File: src/rtl/operand_fwd_ctrl.sv
// Registered ALU operand forwarding select and load-use stall control.
// Optional FWD_ZERO_REG_EN: register 0 is hardwired zero (never forwarded/stalled).
module operand_fwd_ctrl #(
    parameter int REG_ADDR_W = 3
) (
    input  logic                  clk,
    input  logic                  rst_n,
    input  logic                  id_valid,
    input  logic [REG_ADDR_W-1:0] id_rs1,
    input  logic [REG_ADDR_W-1:0] id_rs2,
    input  logic [REG_ADDR_W-1:0] id_rd,
    input  logic                  id_reg_write,
    input  logic                  id_mem_read,
    input  logic                  flush,
    output logic [1:0]            sel_a,
    output logic [1:0]            sel_b,
    output logic                  stall
);

    typedef struct packed {
        logic                  valid;
        logic [REG_ADDR_W-1:0] rd;
        logic                  reg_write;
        logic                  mem_read;
    } trk_t;

    trk_t       ex_q, mem_q, wb_q, ex_d;
    logic [1:0] sel_a_q, sel_a_d;
    logic [1:0] sel_b_q, sel_b_d;
    logic       accept;

    function automatic logic hit(trk_t e, logic [REG_ADDR_W-1:0] rs);
        logic h;
        h = e.valid && e.reg_write && (e.rd == rs);
`ifdef FWD_ZERO_REG_EN
        h = h && (rs != '0);
`else
        h = h;
`endif
        return h;
    endfunction

    // Nearest producer wins: EX, then MEM, then WB.
    function automatic logic [1:0] sel_f(logic [REG_ADDR_W-1:0] rs,
                                         trk_t ex, trk_t mem, trk_t wb);
        logic [1:0] s;
        if (hit(ex, rs))       s = 2'b01;
        else if (hit(mem, rs)) s = 2'b10;
        else if (hit(wb, rs))  s = 2'b11;
        else                   s = 2'b00;
        return s;
    endfunction

    always_comb begin
        stall   = id_valid && !flush && ex_q.mem_read &&
                  (hit(ex_q, id_rs1) || hit(ex_q, id_rs2));
        accept  = id_valid && !flush && !stall;
        ex_d    = '0;
        sel_a_d = 2'b00;
        sel_b_d = 2'b00;
        if (accept) begin
            ex_d.valid     = 1'b1;
            ex_d.rd        = id_rd;
            ex_d.reg_write = id_reg_write;
            ex_d.mem_read  = id_mem_read;
            sel_a_d        = sel_f(id_rs1, ex_q, mem_q, wb_q);
            sel_b_d        = sel_f(id_rs2, ex_q, mem_q, wb_q);
        end
    end

    always_ff @(posedge clk or negedge rst_n) begin
        if (!rst_n) begin
            ex_q    <= '0;
            mem_q   <= '0;
            wb_q    <= '0;
            sel_a_q <= 2'b00;
            sel_b_q <= 2'b00;
        end else begin
            ex_q    <= ex_d;
            mem_q   <= ex_q;
            wb_q    <= mem_q;
            sel_a_q <= sel_a_d;
            sel_b_q <= sel_b_d;
        end
    end

    assign sel_a = sel_a_q;
    assign sel_b = sel_b_q;

endmodule

File: config.mk
export PLATFORM = sky130hd
export DESIGN_NAME = operand_fwd_ctrl
export DESIGN_NICKNAME = d
export VERILOG_FILES = /design/src/rtl/operand_fwd_ctrl.sv
export SDC_FILE = /design/constraint.sdc
export NUM_CORES = 1
export LEC_CHECK = 0
export CAP_MARGIN = 20
export CORE_MARGIN = 3
export CORE_UTILIZATION = 58
export CTS_CLUSTER_SIZE = 30
export DETAILED_ROUTE_END_ITERATION = 6
export DONT_BUFFER_PORTS = 1
export GPL_TIMING_DRIVEN = 1
export PLACE_DENSITY = 0.79
export RECOVER_POWER = 50
export SETUP_SLACK_MARGIN = 0.15
export SYNTH_ARGS = -nofsm -noshare
export SYNTH_HDL_FRONTEND = slang
export SYNTH_SLANG_ARGS = --single-unit
File: constraint.sdc
create_clock -name clk -period 1.91 [get_ports clk]
set_input_delay 0.0955 -clock clk [delete_from_list [all_inputs] [get_ports clk]]
set_output_delay 0.0955 -clock clk [all_outputs]
set_load 0.05 [all_outputs]
==> metrics.txt <==
clock tree buffer depth 2; H-tree depth 1; Slew headroom a little over two fifths; # IOs 20; post-route ant nets 0; Crit path required time ~1.8 ns; Placed Cells 83; number of global-route vias before repair around 570; drt wl/cell between 15 and 20 um; first-pass GRT wire length around 2.5 mm; Via-to-Cell Ratio between 5 and 6; Clock Sinks 20; port buffer count 0; Setup Skew 0.00577 ns; grt ovf 0; internal power 581 uW; r2r setup slk ~0.24 ns; largest fanout on the critical path 3; Clk Latency, worst-skew pair ~0.30 ns; Tot GR Track Use between 10% and 20%; CP Launch Type flip-flop; core region area ~1300 um2; worst vdd ir between 0.4 and 0.5 mV; Worst setup EP type output port; post-route insts no fill a little under 100; worst slew pin tran around 0.86 ns; Hold Path Origin id_rs2[1]; sequential area share after synthesis 59.3%; Total Power approximately 750 uW; Mean Syn Cell Area about 12 um2; final WL around 1.6 mm; synth top area cells dfrtp_1, xor2_1, nor4_1; Final #Nets 99; async set or reset register ratio after synthesis between 90% and 100%; NetSw between 150 and 200 uW; P_leak 0.498 nW; Synth area leader dfrtp_1; Top FF cell, synth dfrtp_1; Hold Path Class in2reg; Hold Crit Endpoint sel_b[1]; cts bufs inserted 3; multi-input combinational cell area roughly 330 um2; hold path cells 4; CTS tree built; clock power share about 32%; maxcap violations 0; Placed Instance Area ~860 um2; Warnings, synthesis 0; Post-synth EDFFs 0; Reg clk slew, reported paths between 0.1 and 0.15 ns; top cells by count, synth dfrtp_1, xor2_1, nor4_1, nor3b_1; Placer Congestion approximately 0.77; Final setup viols 0; FF+latch area between 500 and 600 um2; syn nets between 80 and 90; Root Driver clkbuf_4; Tcrit/Tclk final 90.5%; unrepaired setup endpoints after global routing yes; critical path's slowest cell dfrtp_1; Antenna Cells 0; critical path launch point ex_q[4]; top-count cell post-synth dfrtp_1; Synth Cell Area roughly 840 um2; post-synth top area share approximately three fifths; die width ~44 um; switch share 22.2%; row count 13; TritonRoute pass-1 iters 4; Flop pwr share between 50% and 60%; worst-path cell chain xor2_1 -> nor4_2 -> o211a_1 -> buf_6; CP peak stage delay about 0.43 ns; Crit path buffers/inverters 1; Gate power share 7.8%; final instance area a little over 1000 um2; vias 581; Crit Path Class reg2out; FF+latch count, synth 20; Max Clk Rate 578 MHz; Area Growth Syn to Fin 19.3%; Initial Util ~63%; Die ar. about 2000 um2; initial DRC count 5; DR DRC count 0; Reg2Reg Depth 7; placed wire-length estimate ~1.1 mm; share of layout cells above drive strength 1 between 10% and 20%; Tmin final between 1.5 and 2 ns; setup TNS 0 ns; R2R Path End ex_q[4]; PD cells between 700 and 800 nW/um2; synthesized instance count between 60 and 70; largest net degree at the start of global routing 21; status finished, final reports clean; critical path arrival roughly 1.6 ns; final hold vios 0; Slew Viols, Final 0; origin of the critical flop-to-flop path ex_q[4]; DIE HEIGHT 44.2 um; Fill cells 91; antenna violations before repair 0; CP top delay family flip-flops; Synth cell types 15
[power groups by stage]
stage	combinational, mW	clock, mW	sequential, mW
finish	0.0583	0.241	0.447
global route	0.0645	0.265	0.449
CTS	0.0570	0.244	0.448
detailed placement	0.0381	0	0.456
global placement	0.0363	0	0.455
floorplan	0.0327	0	0.454
[metrics by stage]
| step | utilization (%) | setup WS [ns] | hold slack, ns |
|---|---|---|---|
| 4_1_cts | 74.1 | 0.199 | 0.181 |
| 6_report | 75.5 | 0.181 | 0.191 |
| 3_5_place_dp | 64.7 | 0.225 | -0.200 |
| 5_1_grt | 75.5 | 0.120 | 0.188 |
| 3_3_place_gp | 64.7 | 0.329 | -0.200 |
| 2_1_floorplan | - | 0.380 | -0.200 |
[how the worst max path moves through the flow]
stage / cells past startpoint / slack, ns / endpoint
after floorplan: 5 / 0.38 / sel_b[1]
after global placement: 5 / 0.33 / ex_q[0]
after detailed placement: 5 / 0.23 / ex_q[4]
after CTS: 4 / 0.20 / stall
after global routing: 4 / 0.12 / stall
final: 4 / 0.18 / stall
[per-layer routing]
metal	GRT usage [%]	part of all wire, %	vias to the layer above
met5	0	0	-
li1	-	-	262
met3	5.69	7.3	9
met2	29.9	49	28
met4	10.8	2.9	0
met1	21.7	41	282
[worst min-delay path: stages]
cell,delay [ns]
xor2_1,0.12
nor4_1,0.09
nor2_1,0.10
nor4_1,0.06
[sequential cells by signal, summed over array words and instances (netlist names)]
register,cells
ex_q,6
mem_q,5
sel_a,2
sel_b,2
wb_q,5
[cells by family after synthesis]
group	synth area share, %
xor+xnor	18.7
compound gates	2.37
flops	59.3
simple gates	17.5
buf+inv	2.22
[cells in the final DEF (no fill, tap or decap)]
master         Yosys  final
nor4_1             7      6
a21oi_1            2      2
o211a_1            1      1
buf_6              1      1
nor3b_1            5      5
clkbuf_8           0      1
nor4_2             1      2
clkbuf_4           0      3
or4_1              2      2
inv_1              1      1
nand2b_1           1      1
dfrtp_1           20     20
nand2_1            3      3
xor2_1            18     18
dlygate4sd3_1      0      6
nor2_1             3      3
nor3_1             2      2
buf_4              0      6
[repair_timing]
item / 4_1_cts / 5_1_grt
pin swaps: 3 / 2
setup endpoints to repair: 1 / 1
resized for setup: 1 / 1
hold buffers: 6 / 0
endpoints found under the hold margin: 25 / 0
setup buffers: 3 / 2
[layout make-up]
| cell class | instances | share of cell area, % |
|---|---|---|
| Inverter | 1 | 0.373 |
| Clock buffer | 4 | 3.60 |
| Timing Repair Buffer | 13 | 11.6 |
| Sequential cell | 20 | 49.7 |
| Tap cell | 15 | 1.86 |
| Multi-Input combinational cell | 45 | 32.9 |
(Power assumes the default switching activity.)
